`src/rtl/game_state_ctrl.sv`:
```
// rtl/game_state_ctrl.sv - game flow, score, level and charged-shot control for the display interface
//
// Ports:
//   clk          system clock
//   rst          synchronous active-high reset
//   vsync        VGA vsync; a falling edge is one frame tick
//   btn_start    start/continue button (already synchronised)
//   btn_fire     fire button (already synchronised)
//   hit_ship     1-cycle pulse, player shot hit a ship
//   player_hit   1-cycle pulse, player destroyed
//   mode         000 title, 001 game, 010 in-between, 011 win, 100 game over
//   level        current level, 1..MAX_LEVEL
//   score        3-digit BCD {hundreds, tens, ones}
//   charge_count shot charge, 0..7
//   shot_fire    1-cycle pulse, charged shot released

module game_state_ctrl #(
    parameter int unsigned MAX_LEVEL       = 5,
    parameter int unsigned KILLS_PER_LEVEL = 8,
    parameter int unsigned POINTS          = 5,
    parameter int unsigned CHARGE_FRAMES   = 30,
    parameter int unsigned INBET_FRAMES    = 120
) (
    input  logic        clk,
    input  logic        rst,
    input  logic        vsync,
    input  logic        btn_start,
    input  logic        btn_fire,
    input  logic        hit_ship,
    input  logic        player_hit,
    output logic [2:0]  mode,
    output logic [2:0]  level,
    output logic [11:0] score,
    output logic [2:0]  charge_count,
    output logic        shot_fire
);

    typedef enum logic [2:0] {
        S_TITLE = 3'b000,
        S_GAME  = 3'b001,
        S_INBET = 3'b010,
        S_WIN   = 3'b011,
        S_GOVER = 3'b100
    } state_e;

    localparam logic [2:0] LEVEL_LAST   = 3'(MAX_LEVEL);
    localparam logic [7:0] KILLS_TARGET = 8'(KILLS_PER_LEVEL);
    localparam logic [4:0] POINTS_W     = 5'(POINTS);
    localparam logic [7:0] CHARGE_LAST  = 8'(CHARGE_FRAMES - 1);
    localparam logic [7:0] INBET_LAST   = 8'(INBET_FRAMES - 1);

    state_e      mode_q, mode_d;
    logic [2:0]  level_q, level_d;
    logic [11:0] score_q, score_d;
    logic [2:0]  charge_q, charge_d;
    logic        shot_fire_q, shot_fire_d;
    logic [7:0]  kills_q, kills_d;
    logic [7:0]  charge_frm_q, charge_frm_d;
    logic [7:0]  inbet_frm_q, inbet_frm_d;
    logic        prev_vsync_q, prev_vsync_d;
    logic        prev_start_q, prev_start_d;
    logic        prev_fire_q, prev_fire_d;

    logic frame_tick, start_edge, fire_edge;

    assign frame_tick = prev_vsync_q & ~vsync;
    assign start_edge = btn_start & ~prev_start_q;
    assign fire_edge  = btn_fire & ~prev_fire_q;

    // BCD add with per-digit carry; a carry out of the hundreds digit
    // means the sum passed 999, so the result pins at 999.
    logic [4:0]  ones_sum, ones_adj, tens_sum, tens_adj, hund_sum, hund_adj;
    logic        ones_carry, tens_carry, hund_carry;
    logic [11:0] score_add;
    logic [7:0]  kills_inc;

    always_comb begin
        ones_sum   = {1'b0, score_q[3:0]} + POINTS_W;
        ones_adj   = ones_sum - 5'd10;
        ones_carry = (ones_sum > 5'd9);
        tens_sum   = {1'b0, score_q[7:4]} + {4'd0, ones_carry};
        tens_adj   = tens_sum - 5'd10;
        tens_carry = (tens_sum > 5'd9);
        hund_sum   = {1'b0, score_q[11:8]} + {4'd0, tens_carry};
        hund_adj   = hund_sum - 5'd10;
        hund_carry = (hund_sum > 5'd9);
        if (hund_carry) begin
            score_add = 12'h999;
        end else begin
            score_add = {hund_sum[3:0],
                         tens_carry ? tens_adj[3:0] : tens_sum[3:0],
                         ones_carry ? ones_adj[3:0] : ones_sum[3:0]};
        end
        // hund_adj is never needed: a hundreds carry saturates instead.
        kills_inc = kills_q + 8'd1;
    end

    always_comb begin
        mode_d       = mode_q;
        level_d      = level_q;
        score_d      = score_q;
        charge_d     = charge_q;
        shot_fire_d  = 1'b0;
        kills_d      = kills_q;
        charge_frm_d = charge_frm_q;
        inbet_frm_d  = inbet_frm_q;
        prev_vsync_d = vsync;
        prev_start_d = btn_start;
        prev_fire_d  = btn_fire;

        case (mode_q)
            S_TITLE: begin
                if (start_edge) begin
                    mode_d       = S_GAME;
                    level_d      = 3'd1;
                    score_d      = '0;
                    charge_d     = '0;
                    kills_d      = '0;
                    charge_frm_d = '0;
                end
            end
            S_GAME: begin
                if (frame_tick) begin
                    // A full charge parks the frame counter at zero.
                    if (charge_q == 3'd7) begin
                        charge_frm_d = '0;
                    end else if (charge_frm_q == CHARGE_LAST) begin
                        charge_d     = charge_q + 3'd1;
                        charge_frm_d = '0;
                    end else begin
                        charge_frm_d = charge_frm_q + 8'd1;
                    end
                end
                if (fire_edge && (charge_q == 3'd7)) begin
                    shot_fire_d = 1'b1;
                    charge_d    = '0;
                end
                // Losing the player masks a ship hit in the same cycle.
                if (player_hit) begin
                    mode_d = S_GOVER;
                end else if (hit_ship) begin
                    score_d = score_add;
                    kills_d = kills_inc;
                    if (kills_inc == KILLS_TARGET) begin
                        mode_d      = (level_q == LEVEL_LAST) ? S_WIN : S_INBET;
                        inbet_frm_d = '0;
                    end
                end
            end
            S_INBET: begin
                if (start_edge || (frame_tick && (inbet_frm_q == INBET_LAST))) begin
                    mode_d       = S_GAME;
                    level_d      = level_q + 3'd1;
                    kills_d      = '0;
                    charge_d     = '0;
                    charge_frm_d = '0;
                    inbet_frm_d  = '0;
                end else if (frame_tick) begin
                    inbet_frm_d = inbet_frm_q + 8'd1;
                end
            end
            S_WIN, S_GOVER: begin
                if (start_edge) begin
                    mode_d = S_TITLE;
                end
            end
            default: begin
                mode_d = S_TITLE;
            end
        endcase
    end

    always_ff @(posedge clk) begin
        if (rst) begin
            mode_q       <= S_TITLE;
            level_q      <= 3'd1;
            score_q      <= '0;
            charge_q     <= '0;
            shot_fire_q  <= 1'b0;
            kills_q      <= '0;
            charge_frm_q <= '0;
            inbet_frm_q  <= '0;
            prev_vsync_q <= 1'b0;
            prev_start_q <= 1'b0;
            prev_fire_q  <= 1'b0;
        end else begin
            mode_q       <= mode_d;
            level_q      <= level_d;
            score_q      <= score_d;
            charge_q     <= charge_d;
            shot_fire_q  <= shot_fire_d;
            kills_q      <= kills_d;
            charge_frm_q <= charge_frm_d;
            inbet_frm_q  <= inbet_frm_d;
            prev_vsync_q <= prev_vsync_d;
            prev_start_q <= prev_start_d;
            prev_fire_q  <= prev_fire_d;
        end
    end

    assign mode         = mode_q;
    assign level        = level_q;
    assign score        = score_q;
    assign charge_count = charge_q;
    assign shot_fire    = shot_fire_q;

endmodule

```
`config.mk`:
```
export PLATFORM = sky130hd
export DESIGN_NAME = game_state_ctrl
export DESIGN_NICKNAME = d
export VERILOG_FILES = /design/src/rtl/game_state_ctrl.sv
export SDC_FILE = /design/constraint.sdc
export NUM_CORES = 1
export LEC_CHECK = 0
export ABC_AREA = 0
export BUFFER_PORTS_ARGS = -buffer_cell sky130_fd_sc_hd__buf_2
export CAP_MARGIN = 20
export CORE_MARGIN = 8
export CORE_UTILIZATION = 64
export CTS_CLUSTER_SIZE = 24
export DETAILED_ROUTE_END_ITERATION = 8
export PLACE_DENSITY = 0.83
export SLEW_MARGIN = 20
export SYNTH_ARGS = -nofsm -noshare
export SYNTH_HDL_FRONTEND = slang
export SYNTH_SLANG_ARGS = --single-unit
```
`constraint.sdc`:
```
create_clock -name clk -period 13.6 [get_ports clk]
set_input_delay 2.04 -clock clk [delete_from_list [all_inputs] [get_ports clk]]
set_output_delay 2.04 -clock clk [all_outputs]
set_load 0.02 [all_outputs]
```
==> impl_metrics.ini <==
[global_route]
grt_max_degree = 55
grt_pass1_vias = 2723
grt_pass1_wl_um = 12500
grt.overflow.total = 0
grt.total_usage = 0.202
antenna_found_initial = 0

[route]
drt.antenna.violating_nets = 0
wl_um = 7320
drt_pre_antenna_iters = 5
drcViolationCount = 0
wl_per_cell_um = 16.1
via_count = 2948
top_layer = met4
initialDrtViolationCount = 292
met1Wirelength_um = 3520
wl_met3_um = 315
detail_route.vias_per_cell = 6.49
met2_length_um = 3410

[setup_path]
crit_required_ns = 13.80
start_kind = flop
max_stage_delay_ns = 0.51
crit_top_cell = ha_1
path_cells = ha_1 > xor2_1 > ha_1 > a2bb2oi_1 > o311a_1 > ha_1 > ha_1 > or2_2 > a21oi_1 > nor2_1 > ha_1 > ha_1 > nand2b_1 > a31oi_1 > nor3_1 > nor3_1 > a31o_2
worstRegToRegCells = 17
crit_type = flop to flop
cp.arrival_ns = 4.99
cp-end-kind = flop
crit_fanout = 8
ff2ff_setup_slack_ns = 8.81
slowest_stage = nor3_1

[placement]
placed_cells = 446
placed_area_sq_mm = 0.00325
gp_congestion = 0.882
place_hpwl_um = 5070
io_buffers = 28
pre_cts_ws_ns = 8.85

[yosys]
yosysUniqueCellTypes = 68
synthMuxAreaShare = 0.0166
syn_inst = 380
synth_compound_area_frac = 0.266
syn_nets = 404
synth_ff_type = dfxtp_1
synth_top_cell_area_share = 0.317
yosysTopAreaCell = dfxtp_1
synthesis.area_sq_mm = 0.00310
synth_warnings = 0
syn_area_per_cell_sq_um = 8.15
synth_edf_count = 0
async_flop_share = 0
synth.area.top_cells = dfxtp_1 32%, ha_1 6.9%, a21oi_1 4.5%, nand2_1 3.9%, nor2_1 3.6%
seq_area_frac_synth = 0.317
synthXorXnorAreaFrac = 0.0226
synth_fa_ha_area_frac = 0.0687
synth_top_family_by_area = simple AND/OR/NAND/NOR gates
synth_seq_cells = 49
synthSimpleGateAreaFrac = 0.275

[die]
die_w_um = 85.5
dieArea_sq_mm = 0.00732
design.core.area_sq_mm = 0.00469
initial_core_util = 0.660
num_rows = 25
chipHeight_um = 85.5
ios = 29

[timing]
final_max_slew_viol_count = 0
finClkSkew_ns = 0.00403
max_clock_freq_ghz = 0.209
fin_crit_sh = 0.352
fin_ws_ns = 8.81
grt_setup_unrepaired = no
setup_viol_count_final = 0
slew_headroom = 0.361
hold_viol = 0
setup_tns_ns = 0
final.min_clock_period_ns = 4.79
tightest_slew_ns = 0.959

[cells_and_area]
syn_to_final_growth_pct = 9.18
drive_gt1_frac = 0.145
final_cell_count_no_fill = 454
layout_commonest_cell = dfxtp_1
final_cell_mix = 49 x dfxtp_1, 32 x nand2_1, 30 x nor2_1, 28 x a21oi_1, 28 x buf_2
antennaDiodeCount = 0
fin_nets = 423
nFillCells = 361
stdcell_area_sq_mm = 0.00338

[pwr]
powerDensity_mw_per_mm2 = 86.9
sw_frac_of_total = 0.228
seqPwrFrac = 0.500
p_clk_frac = 0.413
peakVddDrop_mv = 0.0702
p_int_uw = 227
power_leakage_nw = 1.32
power.switching_uw = 66.8
combinationalPowerShare = 0.087

[clocking]
cts_buffer_depth = 2
cts_setup_buffers = 0
root_buffer = clkbuf_8
cts_buffers = 5
cts_hold_buf = 0
path_clk_slew_ns = 0.08
insertion_delay_ns = 0.30
cts_sinks = 49
cts_tree = yes
ctsResizeCount = 0
htreeDepth = 2

[hold_path]
worstHoldPathCells = 2
min_path_type = flop to flop

[job]
drv.max_cap_violation_count = 0

[run_status]
status = finished, final reports clean
metrics by stage:
| stage | hold WS (ns) | total power [mW] | utilization |
|---|---|---|---|
| after floorplan | 0.452 | 0.169 | - |
| after global placement | 0.458 | 0.174 | 0.692 |
| after detailed placement | 0.463 | 0.175 | 0.692 |
| after CTS | 0.476 | 0.295 | 0.720 |
| after global routing | 0.504 | 0.304 | 0.720 |
| final | 0.471 | 0.294 | 0.720 |
logic make-up after synthesis:
logic type               after synthesis
multiplexers                           5
AO/OA/AOI/OAI                        116
XOR/XNOR                               8
flip-flops                            49
buffers and inverters                 28
AND/OR/NAND/NOR                      157
adder cells (fa/ha/maj)               17
registers in the layout (all words and copies together) (netlist names):
signal / flops
kills_q: 8
charge_count: 3
prev_fire_q: 1
shot_fire: 1
charge_frm_q: 8
level: 3
mode: 3
prev_start_q: 1
inbet_frm_q: 8
prev_vsync_q: 1
score: 12
per-layer routing:
layer,vias to the layer above,track usage
met5,-,0
met4,0,0.0557
met3,8,0.0353
met2,76,0.323
met1,1397,0.272
li1,1467,-
worst paths after layout:
path / from / endpoint
setup reg to reg: score[1] / score[10]
hold reg to reg: score[4] / score[4]
setup / recovery: score[1] / score[10]
hold / removal: score[4] / score[4]
synth_stat cells, types with 2 or more instances:
master     instances
nor4_1             3
o21bai_1           4
a22oi_1            2
nand2_1           32
or3b_2             6
a211o_1            3
a211oi_1           4
or2_2              3
o21ai_0           12
a21oi_1           28
o32ai_1            2
o21a_1             3
nand2b_1           7
nor2b_1            8
a31o_2             3
o22ai_1            2
a21boi_0           2
xnor2_1            4
nor3b_1            5
nand3_1           10
dfxtp_1           49
a21o_1             5
o221ai_1           4
nand3b_1           7
clkbuf_1          14
and3_1            11
mux2i_1            4
a31oi_1            8
nor3_1            18
a211oi_2           2
ha_1              17
a311oi_1           6
a22o_1             3
nor2_1            30
or3_1              6
o2bb2ai_1          2
o211ai_1           6
xor2_1             4
inv_1             11
buf_1              2
cell type report:
cell class / instances / area, sq um / share of cell area
clock buffer: 5 / 68.8 / 0.0204
clock inverter: 3 / 65.1 / 0.0193
inverter: 11 / 41.3 / 0.0122
multi-input combinational: 303 / 2010 / 0.594
sequential: 49 / 981 / 0.290
tap: 54 / 67.6 / 0.0200
timing repair buffer: 29 / 148 / 0.0437
power groups by stage:
| stage | logic, mW | registers [mW] | clock network (mW) |
|---|---|---|---|
| after floorplan | 0.0191 | 0.150 | 0 |
| after global placement | 0.0245 | 0.150 | 0 |
| after detailed placement | 0.0249 | 0.150 | 0 |
| after CTS | 0.0253 | 0.147 | 0.123 |
| after global routing | 0.0284 | 0.147 | 0.129 |
| final | 0.0256 | 0.147 | 0.121 |
critical path, delay by kind of cell, from the launching register on:
family / cells / cell delay, ns
flops: 1 / 0.47
compound gates: 5 / 1.02
xor+xnor: 1 / 0.28
simple gates: 5 / 1.18
fa+ha+maj: 6 / 1.75
Note: power is estimated with default switching activity, not from simulation.
